===== src/rtl/commit_trace_buffer.sv =====
// Commit trace buffer: collects dual-pipe writeback commit records in program order
// and presents them first-word-fall-through to a trace consumer with a ready/valid handshake.
module commit_trace_buffer #(
  parameter  int DEPTH = 16,
  localparam int CNT_W = $clog2(DEPTH) + 1
) (
  input  logic             clk,
  input  logic             rst,
  input  logic             commit0_i,
  input  logic [31:0]      pc0_i,
  input  logic [3:0]       wen0_i,
  input  logic [4:0]       wnum0_i,
  input  logic [31:0]      wdata0_i,
  input  logic             commit1_i,
  input  logic [31:0]      pc1_i,
  input  logic [3:0]       wen1_i,
  input  logic [4:0]       wnum1_i,
  input  logic [31:0]      wdata1_i,
  output logic             trace_valid_o,
  input  logic             trace_ready_i,
  output logic [31:0]      trace_pc_o,
  output logic [3:0]       trace_wen_o,
  output logic [4:0]       trace_wnum_o,
  output logic [31:0]      trace_wdata_o,
  output logic [CNT_W-1:0] count_o,
  output logic             overflow_o,
  input  logic             clear_overflow_i
);

  localparam int PTR_W = $clog2(DEPTH);

  typedef struct packed {
    logic [31:0] pc;
    logic [3:0]  wen;
    logic [4:0]  wnum;
    logic [31:0] wdata;
  } rec_t;

  rec_t             r_mem [DEPTH];
  logic [PTR_W-1:0] r_wr_ptr;
  logic [PTR_W-1:0] r_rd_ptr;
  logic [CNT_W-1:0] r_count;
  logic             r_overflow;

  rec_t             w_rec0;
  rec_t             w_rec1;
  rec_t             w_head;
  logic             w_pop;
  logic [CNT_W-1:0] w_free;
  logic             w_acc0;
  logic             w_acc1;
  logic             w_drop;
  logic [1:0]       w_n_acc;
  logic [PTR_W-1:0] w_wr_ptr1;

  assign w_rec0 = {pc0_i, wen0_i, wnum0_i, wdata0_i};
  assign w_rec1 = {pc1_i, wen1_i, wnum1_i, wdata1_i};

  assign trace_valid_o = (r_count != '0);
  assign w_pop         = trace_valid_o & trace_ready_i;

  // A pop in this cycle frees its slot for a same-cycle push.
  assign w_free = CNT_W'(DEPTH) - r_count + CNT_W'(w_pop);

  // Records are accepted strictly in order: pipe1 only gets a slot left over after pipe0.
  always_comb begin
    w_acc0    = commit0_i && (w_free != '0);
    w_acc1    = commit1_i && (w_free > CNT_W'(w_acc0));
    w_drop    = (commit0_i && !w_acc0) || (commit1_i && !w_acc1);
    w_n_acc   = {1'b0, w_acc0} + {1'b0, w_acc1};
    w_wr_ptr1 = r_wr_ptr + PTR_W'(w_acc0);
  end

  // NOTE: storage has no reset; only pointers and count define which entries are live.
  always_ff @(posedge clk) begin
    if (w_acc0) r_mem[r_wr_ptr]  <= w_rec0;
    if (w_acc1) r_mem[w_wr_ptr1] <= w_rec1;
  end

  // NOTE: sequential state uses non-blocking assignments so every register samples pre-edge values.
  always_ff @(posedge clk or negedge rst) begin
    if (!rst) begin
      r_wr_ptr   <= '0;
      r_rd_ptr   <= '0;
      r_count    <= '0;
      r_overflow <= 1'b0;
    end else begin
      r_wr_ptr   <= r_wr_ptr + PTR_W'(w_n_acc);
      r_rd_ptr   <= r_rd_ptr + PTR_W'(w_pop);
      r_count    <= r_count + CNT_W'(w_n_acc) - CNT_W'(w_pop);
      r_overflow <= w_drop | (r_overflow & ~clear_overflow_i);
    end
  end

  assign w_head        = trace_valid_o ? r_mem[r_rd_ptr] : '0;
  assign trace_pc_o    = w_head.pc;
  assign trace_wen_o   = w_head.wen;
  assign trace_wnum_o  = w_head.wnum;
  assign trace_wdata_o = w_head.wdata;
  assign count_o       = r_count;
  assign overflow_o    = r_overflow;

endmodule


===== config.mk =====
export PLATFORM = sky130hd
export DESIGN_NAME = commit_trace_buffer
export DESIGN_NICKNAME = d
export VERILOG_FILES = /design/src/rtl/commit_trace_buffer.sv
export SDC_FILE = /design/constraint.sdc
export NUM_CORES = 1
export LEC_CHECK = 0
export CORE_UTILIZATION = 51
export DETAILED_ROUTE_END_ITERATION = 8
export DONT_BUFFER_PORTS = 1
export GPL_TIMING_DRIVEN = 0
export PLACE_DENSITY = 0.67
export SYNTH_ARGS = -nofsm -noshare
export SYNTH_HDL_FRONTEND = slang
export SYNTH_SLANG_ARGS = --single-unit
export TNS_END_PERCENT = 20

===== constraint.sdc =====
create_clock -name clk -period 21.5 [get_ports clk]
set_input_delay 4.3 -clock clk [delete_from_list [all_inputs] [get_ports clk]]
set_output_delay 4.3 -clock clk [all_outputs]
set_load 0.01 [all_outputs]

==> results of run 1 <==
==> worst paths after layout <==
check | slack [ps] | end | depth (start not counted)
max in group asynchronous | 18170 | r_rd_ptr[2]$_DFF_PN0_ | 0
worst min-delay path | 540 | r_rd_ptr[0]$_DFF_PN0_ | 1
worst max register to register | 14660 | r_mem[6][38]$_DFFE_PP_ | 23
min in group asynchronous | 3240 | count_o[4]$_DFF_PN0_ | 0
worst min register to register | 540 | r_rd_ptr[0]$_DFF_PN0_ | 1
worst max-delay path | 12870 | trace_pc_o[31] | 6
==> layout make-up <==
| cell class | instances | area share (%) |
|---|---|---|
| sequential | 1182 | 50.81 |
| multi-input combinational | 1793 | 34.56 |
| clock buffer | 171 | 5.131 |
| buffer | 382 | 3.788 |
| tap | 1612 | 2.893 |
| timing repair buffer | 63 | 1.963 |
| clock inverter | 69 | 0.7411 |
| inverter | 21 | 0.1131 |
| antenna | 1 | 0.003589 |
==> synthesized netlist by cell type, drive strengths merged (4+ instances only) <==
library cell	instances	area share, %
ha	17	0.34
nand2b	4	0.040
nor2	6	0.036
dfrtp	14	0.56
nand2	7	0.042
inv	21	0.13
nand3	20	0.33
clkbuf	213	1.3
mux4	292	11
o21ai	18	0.15
buf	169	3.0
xnor2	8	0.11
a21oi	78	0.63
edfxtp	1168	57
a22oi	146	1.8
mux2	1168	24
==> layout by cell type, fill, tap and decap left out, types with 17 or more instances in the layout <==
master     instances
buf_2             36
ha_1              17
edfxtp_1        1168
clkbuf_16        138
clkinv_1          37
a21oi_1           78
mux2_4           472
a22oi_1          146
inv_1             20
buf_4             64
clkbuf_1         243
mux2_2           696
buf_12           103
mux4_2           292
==> per-stage QoR <==
step | utilization (%) | power (mW) | instance area (um2) | hold slack (ps) | cells
global route | 57.96 | 9.401 | 69720 | 557.0 | 5293
global placement | 53.26 | 6.973 | 64070 | 486.4 | 4990
detailed placement | 54.56 | 6.973 | 65630 | 534.0 | 5053
CTS | 57.96 | 9.141 | 69720 | 537.1 | 5293
finish | 57.96 | 9.116 | 69720 | 537.9 | 5294
floorplan | - | 5.733 | 62050 | 476.5 | 3378
==> registers in the layout, summed over array words and instances, names as in the netlist <==
signal and cells:
count_o 5, overflow_o 1, r_mem 1168, r_rd_ptr 4
r_wr_ptr 4
==> routing by layer <==
metal | GRT usage [%] | wire, um
met4 | 11.26 | 6703
met2 | 48.35 | 88090
met1 | 35.41 | 65980
met5 | 0 | 0
met3 | 8.043 | 16520
==> cells by family after synthesis <==
logic type | Yosys count | synth area share, %
AOI/OAI and AO/OA | 251 | 2.696
adders and majority gates | 19 | 0.4073
DFF | 1182 | 57.09
and+or+nand+nor | 53 | 0.6452
xor gates and xnor gates | 10 | 0.1412
muxes | 1460 | 34.65
buffers and inverters | 403 | 4.377
==> power by group through the flow <==
stage | logic [mW] | registers, mW | clock network (mW)
6_report | 3.66 | 3.27 | 2.18
2_1_floorplan | 2.34 | 3.39 | 0
3_3_place_gp | 3.38 | 3.59 | 0
3_5_place_dp | 3.66 | 3.32 | 0
5_1_grt | 3.81 | 3.30 | 2.29
4_1_cts | 3.67 | 3.27 | 2.20
==> run metrics, run 1 <==
status=complete, but fails checks; violated checks=max-capacitance violations, max-slew violations; Std-Cell Rows=roughly 130; vias per inst=6.383; largest net degree at the start of global routing=23; CTS max path bufs=3; num ports=232; chip height=350.8 um; FMAX=0.1159 GHz; die area=123,100 um2; Logic pwr share=roughly two fifths; max cap viols=1; Tot GR Track Use=28.87%; clk root buf=clkbuf_16; vias in the first global route=approximately 36,000; Internal=between 5 and 6 mW; CP endpoint kind=output port; Worst Tran Pin Value=1522 ps; startpoint types=flop; CP max stage delay=about 1100 ps; first-pass GRT wire length=251,800 um; CTS Sinks=around 1,200; CP Class=reg -> out; VDD IR max=0.00009420 V; Clock Power Share=about a quarter; Period Utilization, post-route=40.15%; First-pass DRT Iterations=5; Bufs and invs on worst path=3; postcts setup bufs=0; CP max stage cell=clkbuf_1; Num CTS Buffers=134; clk_skew=27.32 ps; worst skew pair latency=770 ps; Hold/Removal Path Class=reg -> reg; Yosys cell types=45; Final #Nets=about 3,700; post-DP HPWL=119,300 um; layout cells sized above 1=51.26%; Required @ worst endpoint=17,200 ps; GRT Residual Overflow=0; Final setup viols=0; Warnings, synthesis=0; leak pwr=24.79 nW; DRT antenna net count=0; Net Switching=3.177 mW; fraction of registers with async set/reset=1.184%; Tmin final=between 8000 and 9000 ps; Top cell by count, worst path=clkbuf_1; CP max FO=10; Iter 0 DRT Violations=3,409; core area=between 100,000 and 150,000 um2; PD cells=130.7 nW/um2; chip width=between 300 and 400 um; switching share of power=34.85%; worst relative slew slack=-1.488%; initial antenna violation count=0; Mapped Area=62,050 um2; vias=between 30,000 and 40,000; Area Growth Syn to Fin=12.36%; initial core utilization=51.59%; post-CTS resize count=0; worst path cell trace=clkbuf_1, clkbuf_1, buf_1, mux4_2, a22oi_1, a21oi_1; Placement Setup Slack=12,460 ps; Critical path origin=r_rd_ptr[1]$_DFF_PN0_; Largest delay share family, worst path=buffers and inverters; sequential fraction of the synthesis area=a little under three fifths; CTS tree=done; Fin Setup TNS=0 ps; per-cell routed wire length=33.49 um; worst reg2reg path startpoint=count_o[2]$_DFF_PN0_; Sequential Power Share=35.9%; Synth Net Count=3,549; gate count after technology mapping=roughly 3,400; ys flop type=edfxtp_1; fill cell count=8,926; Syn Area/Cell=18.37 um2; #FFs+latches synth=1,182; EDFF count, synth=1,168; DR DRC count=0; RD Place Congestion=roughly 0.79; H-tree depth=4; cts hold-fix bufs=0; HP Start=r_rd_ptr[0]$_DFF_PN0_; crit path DAT=between 4000 and 5000 ps; Multi-input gate area=24,100 um2; Port Buffer Count=0; pins over their slew limit=11; RSZ-0062 raised after global routing=no; Clock transition at path regs=50 ps; PnR worst setup slack=12,870 ps; detailed-route wire length=177,300 um; sequential cell area=35,420 um2; Hold Violations, Final=0
Power figures use the tool's default switching activity.
==> run 2: changes to the inputs <==
==> constraint.sdc (replaced) <==
create_clock -name clk -period 8.48 [get_ports clk]
set_input_delay 1.696 -clock clk [delete_from_list [all_inputs] [get_ports clk]]
set_output_delay 1.696 -clock clk [all_outputs]
set_load 0.01 [all_outputs]
==> results of run 2 <==
The final DEF is identical to that of run 1. Status: complete, but fails checks: max-capacitance violations, max-slew violations.
Among the figures that moved: setup slack after placement 12460 ps -> 1721 ps; clock-pin slew on the worst setup and hold paths 50 ps -> 60 ps; setup slack after layout 12870 ps -> 1638 ps; start point of the critical path r_rd_ptr[1]$_DFF_PN0_ -> count_o[2]$_DFF_PN0_; end point of the critical path trace_pc_o[31] -> r_mem[6][38]$_DFFE_PP_; register-to-register setup slack 14660 ps -> 1640 ps; total power 9.116 mW -> 23.11 mW; worst IR drop on VDD 0.00009420 V -> 0.0002388 V
